<file path="src/rtl/noc_pkt_defs.sv">
// Packet field map shared by the NoC injectors and the ejector sink.
// One 32-bit flit carries the whole packet.
package noc_pkt_defs;

  localparam int PKT_W    = 32;
  localparam int DIM      = 4;

  localparam int XDST_MSB = 31;
  localparam int XDST_LSB = 28;
  localparam int YDST_MSB = 27;
  localparam int YDST_LSB = 24;
  localparam int XSRC_MSB = 23;
  localparam int XSRC_LSB = 20;
  localparam int YSRC_MSB = 19;
  localparam int YSRC_LSB = 16;
  localparam int PID_MSB  = 15;
  localparam int PID_LSB  = 6;
  localparam int SRCM_MSB = 5;
  localparam int SRCM_LSB = 0;

  localparam int PID_W    = PID_MSB - PID_LSB + 1;

  typedef enum logic {
    ACC_IDLE,
    ACC_GRANT
  } acc_state_e;

  function automatic logic [2*DIM-1:0] pkt_dst(
    input logic [PKT_W-1:0] p
  );
    return {p[XDST_MSB:XDST_LSB], p[YDST_MSB:YDST_LSB]};
  endfunction

  function automatic logic [PID_W-1:0] pkt_id(
    input logic [PKT_W-1:0] p
  );
    return p[PID_MSB:PID_LSB];
  endfunction

endpackage

</file>
<file path="src/rtl/ejector_fifo.sv">
// Synchronous FIFO buffering captured packets in the ejector sink.
// Read data is the head entry, valid whenever the FIFO is non-empty.
module ejector_fifo #(
  parameter int DW    = 32,
  parameter int DEPTH = 4
) (
  input  logic                       i_clk,
  input  logic                       i_rst,
  input  logic                       i_push,
  input  logic [DW-1:0]              i_data,
  input  logic                       i_pop,
  output logic [DW-1:0]              o_data,
  output logic                       o_full,
  output logic                       o_empty,
  output logic [$clog2(DEPTH):0]     o_count
);

  localparam int AW = $clog2(DEPTH);
  localparam int CW = AW + 1;
  localparam logic [CW-1:0] FULL_CNT = CW'(DEPTH);

  logic [DW-1:0] r_mem [DEPTH];
  logic [AW-1:0] r_wr;
  logic [AW-1:0] r_rd;
  logic [CW-1:0] r_count;

  // storage array, no reset needed: occupancy is tracked by the pointers
  always_ff @(posedge i_clk) begin
    if (i_push) begin
      r_mem[r_wr] <= i_data;
    end
  end

  // pointers wrap naturally; count moves only on a lone push or pop
  always_ff @(posedge i_clk or posedge i_rst) begin
    if (i_rst) begin
      r_wr    <= '0;
      r_rd    <= '0;
      r_count <= '0;
    end else begin
      if (i_push) begin
        r_wr <= r_wr + AW'(1);
      end
      if (i_pop) begin
        r_rd <= r_rd + AW'(1);
      end
      unique case ({i_push, i_pop})
        2'b10:   r_count <= r_count + CW'(1);
        2'b01:   r_count <= r_count - CW'(1);
        default: r_count <= r_count;
      endcase
    end
  end

  assign o_data  = r_mem[r_rd];
  assign o_count = r_count;
  assign o_full  = (r_count == FULL_CNT);
  assign o_empty = (r_count == '0);

endmodule

</file>
<file path="src/rtl/ejector_sink.sv">
// Local-port packet sink: grants router requests into a FIFO, drains
// at a programmable gap, checks destination and keeps statistics.
module ejector_sink
  import noc_pkt_defs::*;
#(
  parameter logic [5:0] ModuleID  = 6'b000_000,
  parameter logic [3:0] MY_X      = 4'b0_000,
  parameter logic [3:0] MY_Y      = 4'b0_000,
  parameter int         dataWidth = 32,
  parameter int         DEPTH     = 4,
  parameter int         DRAIN_GAP = 0
) (
  input  logic                 clk,
  input  logic                 reset,
  input  logic                 ReqUpStr,
  input  logic [dataWidth-1:0] PacketIn,
  output logic                 GntUpStr,
  output logic                 UpStrFull,
  output logic                 PktValid,
  output logic [dataWidth-1:0] PktData,
  output logic [5:0]           PktSrcOut,
  output logic [31:0]          RxCount,
  output logic [15:0]          DstErrCount,
  output logic [9:0]           LastID
);

  localparam int CW = $clog2(DEPTH) + 1;
  localparam logic [CW-1:0] FULL_CNT = CW'(DEPTH);
  localparam int GW = (DRAIN_GAP > 0) ? $clog2(DRAIN_GAP + 1) : 1;
  localparam logic [GW-1:0] GAP_LD = GW'(DRAIN_GAP);

  acc_state_e r_state;
  acc_state_e w_next;
  logic       w_push;
  logic       r_gnt;

  logic [dataWidth-1:0] w_head;
  logic                 w_fifo_full;
  logic                 w_empty;
  logic [CW-1:0]        w_count;
  logic                 w_full;

  logic [GW-1:0]        r_gap;
  logic                 w_pop;
  logic                 r_pop_q;
  logic [dataWidth-1:0] r_pop_data;

  logic                 r_valid;
  logic [dataWidth-1:0] r_data;
  logic [31:0]          r_rx;
  logic [15:0]          r_err;
  logic [PID_W-1:0]     r_last;

  assign w_full = (w_count == FULL_CNT);

  ejector_fifo #(
    .DW    (dataWidth),
    .DEPTH (DEPTH)
  ) u_fifo (
    .i_clk   (clk),
    .i_rst   (reset),
    .i_push  (w_push),
    .i_data  (PacketIn),
    .i_pop   (w_pop),
    .o_data  (w_head),
    .o_full  (w_fifo_full),
    .o_empty (w_empty),
    .o_count (w_count)
  );

  // accept FSM: capture in IDLE, then one deaf GRANT cycle
  always_comb begin
    w_next = r_state;
    w_push = 1'b0;
    unique case (r_state)
      ACC_IDLE: begin
        if (ReqUpStr && !w_full) begin
          w_push = 1'b1;
          w_next = ACC_GRANT;
        end
      end
      ACC_GRANT: begin
        w_next = ACC_IDLE;
      end
    endcase
  end

  // state register and registered one-cycle grant pulse
  always_ff @(posedge clk or posedge reset) begin
    if (reset) begin
      r_state <= ACC_IDLE;
      r_gnt   <= 1'b0;
    end else begin
      r_state <= w_next;
      r_gnt   <= w_push;
    end
  end

  assign w_pop = !w_empty && (r_gap == '0);

  // drain timer: reload after each pop, count down to zero otherwise
  always_ff @(posedge clk or posedge reset) begin
    if (reset) begin
      r_gap <= '0;
    end else if (w_pop) begin
      r_gap <= GAP_LD;
    end else if (r_gap != '0) begin
      r_gap <= r_gap - GW'(1);
    end
  end

  // pop stage: hold the popped word for the strobe cycle
  always_ff @(posedge clk or posedge reset) begin
    if (reset) begin
      r_pop_q    <= 1'b0;
      r_pop_data <= '0;
    end else begin
      r_pop_q <= w_pop;
      if (w_pop) begin
        r_pop_data <= w_head;
      end
    end
  end

  // strobe stage: publish packet and update saturating statistics
  always_ff @(posedge clk or posedge reset) begin
    if (reset) begin
      r_valid <= 1'b0;
      r_data  <= '0;
      r_rx    <= '0;
      r_err   <= '0;
      r_last  <= '0;
    end else begin
      r_valid <= r_pop_q;
      if (r_pop_q) begin
        r_data <= r_pop_data;
        r_last <= pkt_id(r_pop_data);
        if (r_rx != '1) begin
          r_rx <= r_rx + 32'd1;
        end
        if (pkt_dst(r_pop_data) != {MY_X, MY_Y} && r_err != '1) begin
          r_err <= r_err + 16'd1;
        end
      end
    end
  end

  // by construction the FIFO is never overrun or underrun
  a_no_push_full: assert property (
    @(posedge clk) disable iff (reset) !(w_push && w_fifo_full)
  ) else $error("ejector_sink: push into full FIFO");

  a_no_pop_empty: assert property (
    @(posedge clk) disable iff (reset) !(w_pop && w_empty)
  ) else $error("ejector_sink: pop from empty FIFO");

  assign GntUpStr    = r_gnt;
  assign UpStrFull   = w_full;
  assign PktValid    = r_valid;
  assign PktData     = r_data;
  assign PktSrcOut   = ModuleID;
  assign RxCount     = r_rx;
  assign DstErrCount = r_err;
  assign LastID      = r_last;

endmodule

</file>
<file path="config.mk">
export PLATFORM = sky130hd
export DESIGN_NAME = ejector_sink
export DESIGN_NICKNAME = d
export VERILOG_FILES = /design/src/rtl/noc_pkt_defs.sv /design/src/rtl/ejector_fifo.sv /design/src/rtl/ejector_sink.sv
export SDC_FILE = /design/constraint.sdc
export NUM_CORES = 1
export LEC_CHECK = 0
export CAP_MARGIN = 20
export CORE_UTILIZATION = 55
export CTS_CLUSTER_DIAMETER = 40
export DETAILED_ROUTE_END_ITERATION = 10
export PLACE_DENSITY = 0.88
export SYNTH_ARGS = -nofsm -noshare
export SYNTH_HDL_FRONTEND = slang
export SYNTH_SLANG_ARGS = --single-unit
export TNS_END_PERCENT = 5
</file>
<file path="constraint.sdc">
create_clock -name clk -period 5.2 [get_ports clk]
set_input_delay 1.04 -clock clk [delete_from_list [all_inputs] [get_ports clk]]
set_output_delay 1.04 -clock clk [all_outputs]
set_load 0.01 [all_outputs]
</file>
# Yosys cells after proc, flatten, opt, wreduce, memory -nomap -nowiden
# Memories as Yosys holds them, arrays and structs flattened. A register that Yosys moved wholly into a read port is not among the register bits.
# Index checks and enable logic that the tools add are counted.
dict set report word_totals {
  memories 1
  ram_bits 128
  in_bits 35
  register_bits 102
  output_inout_bits 99
  mem_bits_ro 0
  word_cells 45
  latch_bits 0
}
dict set report op_classes {
  reduce_logical 10
  shifts 0
  n_eq_ne 5
  mux 8
  bitwise 2
  n_mul 0
  add_sub_neg 7
  order_cmp 0
  div_mod_pow 0
}
# name words width rd rd_ports_with_merged_regs wr line
set memory_table {}
lappend memory_table {u_fifo.r_mem 4 32 1 1 1 ejector_fifo.sv:22} ;# logic [DW-1:0] r_mem [DEPTH];
# operator count
set op_table {}
lappend op_table {{32-bit by 1-bit adder with 32-bit output (second input constant)} 1}
lappend op_table {{32-bit != test (second input constant)} 1}
lappend op_table {{16-bit by 1-bit adder with 16-bit output (second input constant)} 1}
lappend op_table {{16-bit != test (second input constant)} 1}
lappend op_table {{8-bit nonzero test} 1}
lappend op_table {{1-bit 2-to-1 mux} 6}
lappend op_table {{3-bit one-hot mux with 2 select lines} 1}
lappend op_table {{2-bit by 1-bit adder with 2-bit output (second input constant)} 2}
lappend op_table {{2-bit AND reduction} 2}
lappend op_table {{3-bit by 1-bit adder with 3-bit output (second input constant)} 1}
lappend op_table {{3-bit == test (second input constant)} 1}
lappend op_table {{1-bit logical AND} 3}
lappend op_table {{3-bit zero test} 1}
lappend op_table {{3-bit by 1-bit subtractor with 3-bit output (second input constant)} 1}
lappend op_table {{2-bit by 1-bit == test with 1-bit output (second input constant)} 1}
lappend op_table {{2-bit == test (second input constant)} 1}
lappend op_table {{1-bit zero test} 2}
lappend op_table {{1-bit inverter} 2}
lappend op_table {{1-bit one-hot mux with 2 select lines} 1}
lappend op_table {{2-bit nonzero test} 1}
lappend op_table {{1-bit subtractor (second input constant)} 1}

# Longest topological paths before layout
# Gate-level depths: netlist of the first run.
dict set report logic_depth {
  depth_word 7
  mapped_depth 10
  depth_no_buf 10
}

# Modules after synthesis
# Synthesis of the first run repeated with hierarchy kept, for this count alone.
dict set report hier_totals {
  cells_unflattened 587
  area_unflattened_um2 9954.5
}
# mod seq_area_each_um2 instances cells_each area_each_um2
set by_module_without_submodules {}
lappend by_module_without_submodules {ejector_fifo 4018.9 1 205 5068.6}
lappend by_module_without_submodules {ejector_sink 2877.8 1 382 4885.9}

# Worst setup path before layout of the first run
# OpenSTA, ideal clock, no wires.
dict set report synth_path {
  path_kind {input to register}
  startpoint {in ReqUpStr}
  endpoint {mem u_fifo.r_mem[0][0], enable pin}
  path_buffers 0
  setup_time_ps 392
  t_arrival_ps 2236
  required_time_ps 4808
  cell_stages 2
  setup_slack_ps 2572
  cell_sequence {nor3b_2 -> and2_1}
}
dict set report synth_between {
  elab_chain_cells 5
}
# element line
set synth_lines {}
lappend synth_lines {{start: declaration} ejector_sink.sv:15} ;# input logic ReqUpStr,
lappend synth_lines {{1-bit logical AND} ejector_sink.sv:77} ;# if (ReqUpStr && !w_full) begin
lappend synth_lines {{1-bit 2-to-1 mux} ejector_sink.sv:77}
lappend synth_lines {{1-bit 2-to-1 mux} ejector_sink.sv:75} ;# unique case (r_state)
lappend synth_lines {{1-bit 2-to-1 mux} ejector_fifo.sv:29} ;# if (i_push) begin
lappend synth_lines {{1-bit 2-to-1 mux (implied by the code)} ejector_fifo.sv:30} ;# r_mem[r_wr] <= i_data;
lappend synth_lines {{end: declaration} ejector_fifo.sv:22}
# Every way passes these cells.

# Worst setup path after layout of the first run
dict set report layout_path {
  startpoint {reg u_fifo.r_count[0], in the netlist u_fifo.o_count[0]}
  endpoint {out UpStrFull}
}
dict set report layout_between {
  elab_chain_cells 1
}
# element line
set layout_lines {}
lappend layout_lines {{start: declaration} ejector_fifo.sv:25} ;# logic [CW-1:0] r_count;
lappend layout_lines {{start signal: assignment} ejector_fifo.sv:48} ;# 2'b10: r_count <= r_count + CW'(1);
lappend layout_lines {{start signal: assignment} ejector_fifo.sv:49} ;# 2'b01: r_count <= r_count - CW'(1);
lappend layout_lines {{start signal: assignment} ejector_fifo.sv:50} ;# default: r_count <= r_count;
lappend layout_lines {{3-bit == test} -}
lappend layout_lines {{end: declaration} ejector_sink.sv:18} ;# output logic UpStrFull,
# Every way passes these cells.

==> qor.tcl, run 1 <==
set qor(cp-end-kind) {primary output}
set qor(syn_area_per_cell_sq_um) 17.2
set qor(worst_ep_arrival_time_ns) 1.78
set qor(synth-async-reset-ratio) 0.488
set qor(num_vias) 5528
set qor(wirelength_microns) 19600
set qor(ios) 134
set qor(worst_skew_pair.late_latency_ns) 0.54
set qor(power-per-cell-area_nw_per_um2) 589
set qor(drtIter0Drc) 337
set qor(rsz0062_at_grt) {no}
set qor(drc_errors) 0
set qor(setup_total_neg_slack_ns) 0
set qor(fin_nets) 756
set qor(slew_violations) 0
set qor(clock_tree.root_cell) {clkbuf_16}
set qor(timing.max_cap.violations) 0
set qor(worst-endpoint-required_ns) 4.16
set qor(layout_min_cycle_time_ns) 2.82
set qor(cts.htree.levels) 1
set qor(timing.setup.critical_path_class) {register to primary output}
set qor(total_of_hold_buffers_inserted_after_clock_tree_synthesis) 0
set qor(postCtsResizedCells) 0
set qor(overflow) 0
set qor(totalPowerFinal_w) 0.00739
set qor(layout_common_cells) {128 x edfxtp_1, 127 x clkdlybuf4s50_1, 119 x dfrtp_1}
set qor(fillerInstances) 1010
set qor(worst_ir_drop_vdd_uv) 434
set qor(run_status) {complete, no violations}
set qor(antenna-diode-count) 0
set qor(start_util) 0.568
set qor(min_path_type) {register to register}
set qor(crit_slowest_cell) {clkdlybuf4s50_1}
set qor(grt_pass1_vias) 5815
set qor(chipWidth_microns) 136
set qor(final_antenna_net_count) 0
set qor(layout-drive-gt1-share) 0.239
set qor(critical_path.max_stage_delay_ns) 0.54
set qor(syn-cell-area_sq_um) 9930
set qor(setup_viol) 0
set qor(setup.worst_path.start_class) {register}
set qor(cts.reportedPaths.clkPinSlew_ns) 0.06
set qor(synth-warning-count) 0
set qor(cts_sinks) 250
set qor(timing.critical_path.max_delay_family) {buffers and inverters}
set qor(ys_seq_area_frac) 0.694
set qor(cp_cell_sequence) {inv_1, and3_1, clkdlybuf4s50_1}
set qor(synthesis.instances) 578
set qor(grt_start_max_net_pins) 94
set qor(grt_pass1_wl_microns) 31300
set qor(hpwl_after_detailed_placement_microns) 11700
set qor(grt_use_total) 0.224
set qor(die-area_sq_um) 18600
set qor(netlist-cell-type-count) 41
set qor(die_height_microns) 136
set qor(leakage_nw) 4.77
set qor(synth_seq_cells) 250
set qor(fmaxAchievable_mhz) 354
set qor(dominantRegCellSynth) {edfxtp_1}
set qor(final_worst_clock_skew_ns) 0.0139
set qor(wl_per_cell_microns) 20.4
set qor(critical_path_buf_inv_count) 2
set qor(min_period_over_period) 0.543
set qor(tritoncts) {yes}
set qor(place.gp.congestion) 0.833
set qor(core_region_area_sq_um) 17500
set qor(critical_path_peak_fanout) 3
set qor(vias_per_cell) 5.75
set qor(std_cell_rows) 48
set qor(count_of_endpoints_failing_hold_in_the_final_timing_report) 0
set qor(layout_commonest_cell) {edfxtp_1}
set qor(cts_max_path_buffers) 3
set qor(syn_to_final_growth_pct) 26.3
set qor(number_of_iterations_in_the_first_detailed_routing_pass) 5
set qor(grt_antenna_before_repair) 0
set qor(slew_headroom) 0.346
set qor(number_of_post_cts_setup_repair_buffers) 0
set qor(worst_slew_pin_slew_ns) 0.982
set qor(synth_edf_count) 128
set qor(cts_inserted_buffers) 30
set qor(portbufs) 127
final timing paths:
check,endpoint,slack [ns],from,depth (start not counted)
setup reg to reg,u_fifo.o_count[2],2.69,u_fifo.o_count[0],7
setup / recovery,UpStrFull,2.38,u_fifo.o_count[0],3
hold reg to reg,PktData[14],0.50,r_pop_data[14],1
hold / removal,PktData[14],0.50,r_pop_data[14],1
min in group asynchronous,RxCount[21],0.95,reset,2
max in group asynchronous,r_pop_q,3.40,reset,3
sequential cells by signal (all words and copies together) (netlist names):
name / cells
r_pop_q: 1
u_fifo.o_count: 3
u_fifo.r_rd: 2
RxCount: 32
u_fifo.r_wr: 2
PktValid: 1
DstErrCount: 16
r_pop_data: 32
u_fifo.r_mem: 128
PktData: 32
GntUpStr: 1
cell usage after synthesis (6+ instances only):
cell / n / share of area
edfxtp_1: 128 / 0.39
dfrtp_1: 122 / 0.31
mux2_2: 65 / 0.074
xnor2_1: 36 / 0.032
mux4_2: 32 / 0.073
nand3_1: 26 / 0.013
nand4_1: 20 / 0.013
buf_4: 16 / 0.012
nor2_1: 16 / 0.0060
nand2_1: 15 / 0.0057
xor2_1: 14 / 0.012
inv_1: 12 / 0.0045
and3_1: 7 / 0.0044
ha_1: 7 / 0.0088
clkbuf_1: 6 / 0.0023
nor3_1: 6 / 0.0030
through the flow:
stage               utilization  cell area (sq um)  std cells  worst slack, ns  hold slack, ns
floorplan                     -               9950        583            0.917           0.379
global placement          0.649              11300        904             2.16           0.463
detailed placement        0.649              11300        904             2.03           0.488
CTS                       0.715              12500        960             2.36           0.496
global route              0.718              12600        962             2.31           0.509
finish                    0.718              12600        962             2.38           0.501
where the power goes:
part	switching, W	leakage [nW]	internal [W]	total, W
Combinational	0.000784	1.54	0.00115	0.00194
Sequential	0.000433	2.66	0.00264	0.00307
Clock	0.000857	0.568	0.00153	0.00239
routing by layer:
| metal | wire length, microns | GRT usage |
|---|---|---|
| met1 | 7680 | 0.275 |
| met2 | 10400 | 0.400 |
| met3 | 1180 | 0.0395 |
| met4 | 418 | 0.0679 |
| met5 | 0 | 0 |
cells by family (layout without fill, tap and decap cells):
logic type | Yosys count | in the layout | share of synthesized area
AOI/OAI and AO/OA | 11 | 11 | 0.00705
xor gates and xnor gates | 50 | 50 | 0.0441
adders and majority gates | 8 | 8 | 0.0108
buffers and inverters | 45 | 199 | 0.0244
DFF | 250 | 250 | 0.694
muxes | 98 | 98 | 0.147
other | 1 | 6 | 0.000377
and+or+nand+nor | 115 | 115 | 0.0718
cell type report:
class / instances / area (sq um) / area share
clock inverter: 23 / 364 / 0.0290
tap: 225 / 282 / 0.0224
inverter: 12 / 47.5 / 0.00379
sequential: 250 / 6900 / 0.550
clock buffer: 33 / 805 / 0.0641
multi-input combinational: 288 / 2820 / 0.225
timing repair buffer: 131 / 1330 / 0.106
(Power assumes the default switching activity.)
==> run 2: changes to the inputs <==
clock period = 3 ns   (was 5.2 ns; I/O delays follow)
==> run 2 against run 1 <==
  * Flip-flop and latch count unchanged
  * First-iteration DRC count down 16%
  * Global-route usage up 0.96 points
  * Critical path type unchanged
  * Largest cell class unchanged
  * Clock power up 60%
  * Highest routed layer unchanged
  * Total power up 71%
  * Non-clock buffer count up 6
  * Sequential power up 75%
  * Clock-buffer cell count up 2
==> qor.tcl, run 2 (synthesis results as in run 1) <==
set qor(run_status) {complete, no violations}
set qor(final_worst_clock_skew_ns) 0.0140
set qor(num_vias) 5581
set qor(p_int_w) 0.00902
set qor(die_height_microns) 136
set qor(worst_ep_arrival_time_ns) 1.83
set qor(worst-r2r-cell-count) 8
set qor(cts.htree.levels) 1
set qor(fin_nets) 763
set qor(leakage_nw) 4.76
set qor(fillerInstances) 1027
set qor(cp-end-kind) {primary output}
set qor(clock_tree.root_cell) {clkbuf_16}
set qor(layout.core_utilization) 0.719
set qor(power.sequential.fraction) 0.423
set qor(grt_pass1_vias) 5965
set qor(critical_path_peak_fanout) 3
set qor(final_antenna_net_count) 0
set qor(setup_viol) 0
set qor(syn_to_final_growth_pct) 26.5
set qor(core_region_area_sq_um) 17500
set qor(min_path_type) {input pin to asynchronous set/reset pin}
set qor(number_of_iterations_in_the_first_detailed_routing_pass) 4
set qor(worst-endpoint-required_ns) 2.40
set qor(timing.setup.critical_path_class) {register to primary output}
set qor(cts_max_path_buffers) 3
set qor(cts.reportedPaths.clkPinSlew_ns) 0.06
set qor(min_period_over_period) 0.811
set qor(count_of_endpoints_failing_hold_in_the_final_timing_report) 0
set qor(cts_inserted_buffers) 31
set qor(place.gp.congestion) 0.917
set qor(number_of_post_cts_setup_repair_buffers) 0
set qor(postCtsResizedCells) 0
set qor(sw_frac_of_total) 0.288
set qor(layout-drive-gt1-share) 0.245
set qor(grt_pass1_wl_microns) 32400
set qor(overflow) 0
set qor(slew_headroom) 0.431
set qor(die-area_sq_um) 18600
set qor(drc_errors) 0
set qor(portbufs) 127
set qor(grt_antenna_before_repair) 1
set qor(layout_common_cells) {128 x edfxtp_1, 127 x clkdlybuf4s50_1, 119 x dfrtp_1}
set qor(grt_use_total) 0.233
set qor(drtIter0Drc) 284
set qor(setup_total_neg_slack_ns) 0
set qor(tritoncts) {yes}
set qor(wl_per_cell_microns) 21.4
set qor(start_util) 0.568
set qor(power.net_switching_w) 0.00365
set qor(power-per-cell-area_nw_per_um2) 1010
set qor(timing.max_cap.violations) 0
set qor(largest-register) {u_fifo.r_mem}
set qor(worst_slew_pin_slew_ns) 0.853
set qor(layout_min_cycle_time_ns) 2.43
set qor(fmaxAchievable_mhz) 411
set qor(setup.worst_path.start_class) {register}
set qor(worst_ir_drop_vdd_uv) 747
set qor(grt_start_max_net_pins) 59
set qor(pwr-share-comb) 0.275
set qor(chipWidth_microns) 136
set qor(total_of_hold_buffers_inserted_after_clock_tree_synthesis) 0
set qor(share_clk_of_total_power) 0.302
set qor(largest_register_ff_count) 128
set qor(slew_violations) 0
set qor(wirelength_microns) 20800
set qor(vias_per_cell) 5.76
set qor(worst_skew_pair.late_latency_ns) 0.55
set qor(antenna-diode-count) 0
set qor(ios) 134
set qor(layout_commonest_cell) {edfxtp_1}
set qor(hpwl_after_detailed_placement_microns) 13200
set qor(rsz0062_at_grt) {no}
set qor(cts_sinks) 250
set qor(std_cell_rows) 48
==> run 2: cell count changes in the layout (fill, tap and decap cells not counted), sizes merged <==
| cell | before | now |
|---|---|---|
| buf | 4 | 10 |
| bufinv | 8 | 5 |
| clkbuf | 33 | 35 |
| clkinvlp | 2 | 6 |
| inv | 19 | 17 |
==> run 2: power groups by stage <==
stage               Clock [W]  Combinational, W  Sequential, W
global route          0.00401           0.00372        0.00548
global placement            0           0.00330        0.00531
finish                0.00382           0.00348        0.00536
floorplan                   0           0.00217        0.00518
CTS                   0.00389           0.00353        0.00538
detailed placement          0           0.00346        0.00540
==> run 2: routing by layer <==
layer,global-route usage,up-vias,routed length [microns]
met4,0.0821,0,677
met3,0.0425,54,1110
li1,-,2454,-
met5,0,-,0
met2,0.424,188,11100
met1,0.276,2885,7870
==> run 2: through the flow <==
step	instances	setup slack [ns]	instance area (sq um)	hold WS [ns]	total power, W
2_1_floorplan	583	0.786	9960	0.379	0.00735
3_3_place_gp	912	0.492	11500	0.465	0.00861
3_5_place_dp	912	0.341	11500	0.475	0.00886
4_1_cts	969	0.538	12600	0.367	0.0128
5_1_grt	969	0.500	12600	0.391	0.0132
6_report	969	0.568	12600	0.375	0.0127
==> run 2: worst paths after layout <==
check,slack (ns),from,to
setup / recovery,0.57,u_fifo.o_count[1],UpStrFull
hold reg to reg,0.49,u_fifo.o_count[2],u_fifo.o_count[2]
setup reg to reg,0.64,u_fifo.o_count[0],u_fifo.o_count[1]
max in group asynchronous,2.03,reset,r_pop_q
min in group clk,0.49,u_fifo.o_count[2],u_fifo.o_count[2]
hold / removal,0.37,reset,DstErrCount[15]
==> run 2: layout make-up <==
class,count,area (sq um),area share
repair buffers,137,1430,0.114
inverters,12,48.8,0.00388
clock inverters,22,273,0.0217
multi-input cells,288,2820,0.224
clock buffers,35,811,0.0645
well taps,225,282,0.0224
flip-flops and latches,250,6900,0.549
==> run 2: worst max-delay path: stages, from the launching register on <==
cell             delay [ns]
dfrtp_1                0.38
inv_1                  0.13
and3_1                 0.21
clkdlybuf4s50_1        0.56
==> run 3: changes to the inputs <==
clock period = 2.55 ns   (was 3 ns; I/O delays follow)
==> run 3 against run 2 <==
  * Critical path type unchanged
  * Critical endpoint unchanged
  * Global-route usage fell by 1.2 points
  * Clock-buffer cell count rose by 4
  * Clock skew fell by 0.0023 ns
  * Sequential share of layout area rose by 0.29 points
  * Utilization fell by 0.38 points
  * Cell area fell by 0.53%
  * Setup slack got worse by 0.35 ns
  * Total power rose by 16%
==> qor.tcl, run 3 (synthesis results as in run 1) <==
set qor(std_cell_rows) 48
set qor(timing.max_cap.violations) 0
set qor(detailedPlace.worstSlack_ns) 0.208
set qor(worst_slew_pin_slew_ns) 0.822
set qor(worst-path-stages) 3
set qor(final_antenna_net_count) 0
set qor(grt_use_total) 0.221
set qor(worst_ep_arrival_time_ns) 1.82
set qor(number_of_post_cts_setup_repair_buffers) 0
set qor(count_of_endpoints_failing_hold_in_the_final_timing_report) 0
set qor(slew_violations) 0
set qor(layout_common_cells) {128 x edfxtp_1, 127 x clkdlybuf4s50_1, 119 x dfrtp_1}
set qor(cp_cell_sequence) {inv_1, and3_1, clkdlybuf4s50_1}
set qor(timing.setup.critical_path_class) {register to primary output}
set qor(fillerInstances) 1042
set qor(layout-drive-gt1-share) 0.242
set qor(fmaxAchievable_mhz) 429
set qor(fin_nets) 767
set qor(tritoncts) {yes}
set qor(hpwl_after_detailed_placement_microns) 12600
set qor(antenna-diode-count) 0
set qor(setup_total_neg_slack_ns) 0
set qor(cts.htree.levels) 1
set qor(grt_pass1_wl_microns) 31300
set qor(power-per-cell-area_nw_per_um2) 1180
set qor(cts.reportedPaths.clkPinSlew_ns) 0.06
set qor(die_height_microns) 136
set qor(wirelength_microns) 19500
set qor(cts_sinks) 250
set qor(setup.worst_path.start_class) {register}
set qor(drc_errors) 0
set qor(vias_per_cell) 5.67
set qor(run_status) {complete, no violations}
set qor(worst_skew_pair.late_latency_ns) 0.54
set qor(hold_path_depth) 1
set qor(min_period_over_period) 0.914
set qor(critical_path_buf_inv_count) 2
set qor(rsz0062_at_grt) {no}
set qor(cts_max_path_buffers) 3
set qor(cts_inserted_buffers) 30
set qor(final_worst_clock_skew_ns) 0.0117
set qor(largest_register_ff_count) 128
set qor(start_util) 0.568
set qor(number_of_iterations_in_the_first_detailed_routing_pass) 4
set qor(layout.core_utilization) 0.715
set qor(cp-end-kind) {primary output}
set qor(die-area_sq_um) 18600
set qor(fin_ws_ns) 0.218
set qor(num_vias) 5521
set qor(timing.critical_path.max_delay_family) {buffers and inverters}
set qor(critical_path_peak_fanout) 3
set qor(clock_tree.root_cell) {clkbuf_16}
set qor(critical_path.max_stage_delay_ns) 0.55
set qor(worst-r2r-cell-count) 10
set qor(layout_min_cycle_time_ns) 2.33
set qor(overflow) 0
set qor(postCtsResizedCells) 0
set qor(place.gp.congestion) 0.895
set qor(total_of_hold_buffers_inserted_after_clock_tree_synthesis) 0
set qor(grt_start_max_net_pins) 123
set qor(worst_ir_drop_vdd_uv) 1150
set qor(chipWidth_microns) 136
set qor(syn_to_final_growth_pct) 25.8
set qor(largest-register) {u_fifo.r_mem}
set qor(wl_per_cell_microns) 20.0
set qor(drtIter0Drc) 357
set qor(leakage_nw) 4.75
set qor(worst-endpoint-required_ns) 2.04
set qor(min_path_type) {register to register}
set qor(core_region_area_sq_um) 17500
set qor(layout_commonest_cell) {edfxtp_1}
set qor(slew_headroom) 0.452
set qor(grt_antenna_before_repair) 0
set qor(ios) 134
set qor(crit_slowest_cell) {clkdlybuf4s50_1}
set qor(portbufs) 127
set qor(grt_pass1_vias) 6062
set qor(setup_viol) 0
[run 3: routing by layer]
metal | wire length [microns] | global-route usage | share of wire | vias to the layer above
met5 | 0 | 0 | 0 | -
met4 | 506 | 0.0685 | 0.026 | 0
met3 | 1080 | 0.0380 | 0.056 | 38
met2 | 10200 | 0.394 | 0.53 | 206
met1 | 7640 | 0.273 | 0.39 | 2826
li1 | - | - | - | 2451
[run 3: area by class of cell]
cell class	count	area (sq um)	area share
clock buffers	39	816	0.0653
flip-flops and latches	250	6900	0.552
multi-input cells	288	2820	0.226
repair buffers	142	1400	0.112
clock inverters	17	239	0.0191
inverters	12	48.8	0.00390
well taps	225	282	0.0225
[run 3: report_power, final]
group          leakage, nW  switching (W)  internal [W]
Combinational         1.58        0.00170       0.00239
Clock                0.502        0.00165       0.00278
Sequential            2.66       0.000813       0.00537
[run 3: path summary, 6_finish.rpt]
path / end / slack [ns] / start
worst max-delay path: UpStrFull / 0.22 / u_fifo.o_count[1]
max in group asynchronous: u_fifo.r_rd[1] / 1.49 / reset
worst max register to register: u_fifo.o_count[2] / 0.49 / u_fifo.o_count[1]
min in group asynchronous: RxCount[21] / 0.54 / reset
worst min-delay path: PktData[4] / 0.50 / r_pop_data[4]
worst min register to register: PktData[4] / 0.50 / r_pop_data[4]
[run 3: metrics by stage]
step	power (W)	cell area, sq um	hold slack (ns)	cells
after floorplan	0.00864	9960	0.379	583
after global routing	0.0154	12500	0.514	973
after global placement	0.0101	11400	0.465	917
after CTS	0.0149	12500	0.502	973
final	0.0147	12500	0.502	973
after detailed placement	0.0104	11400	0.489	917
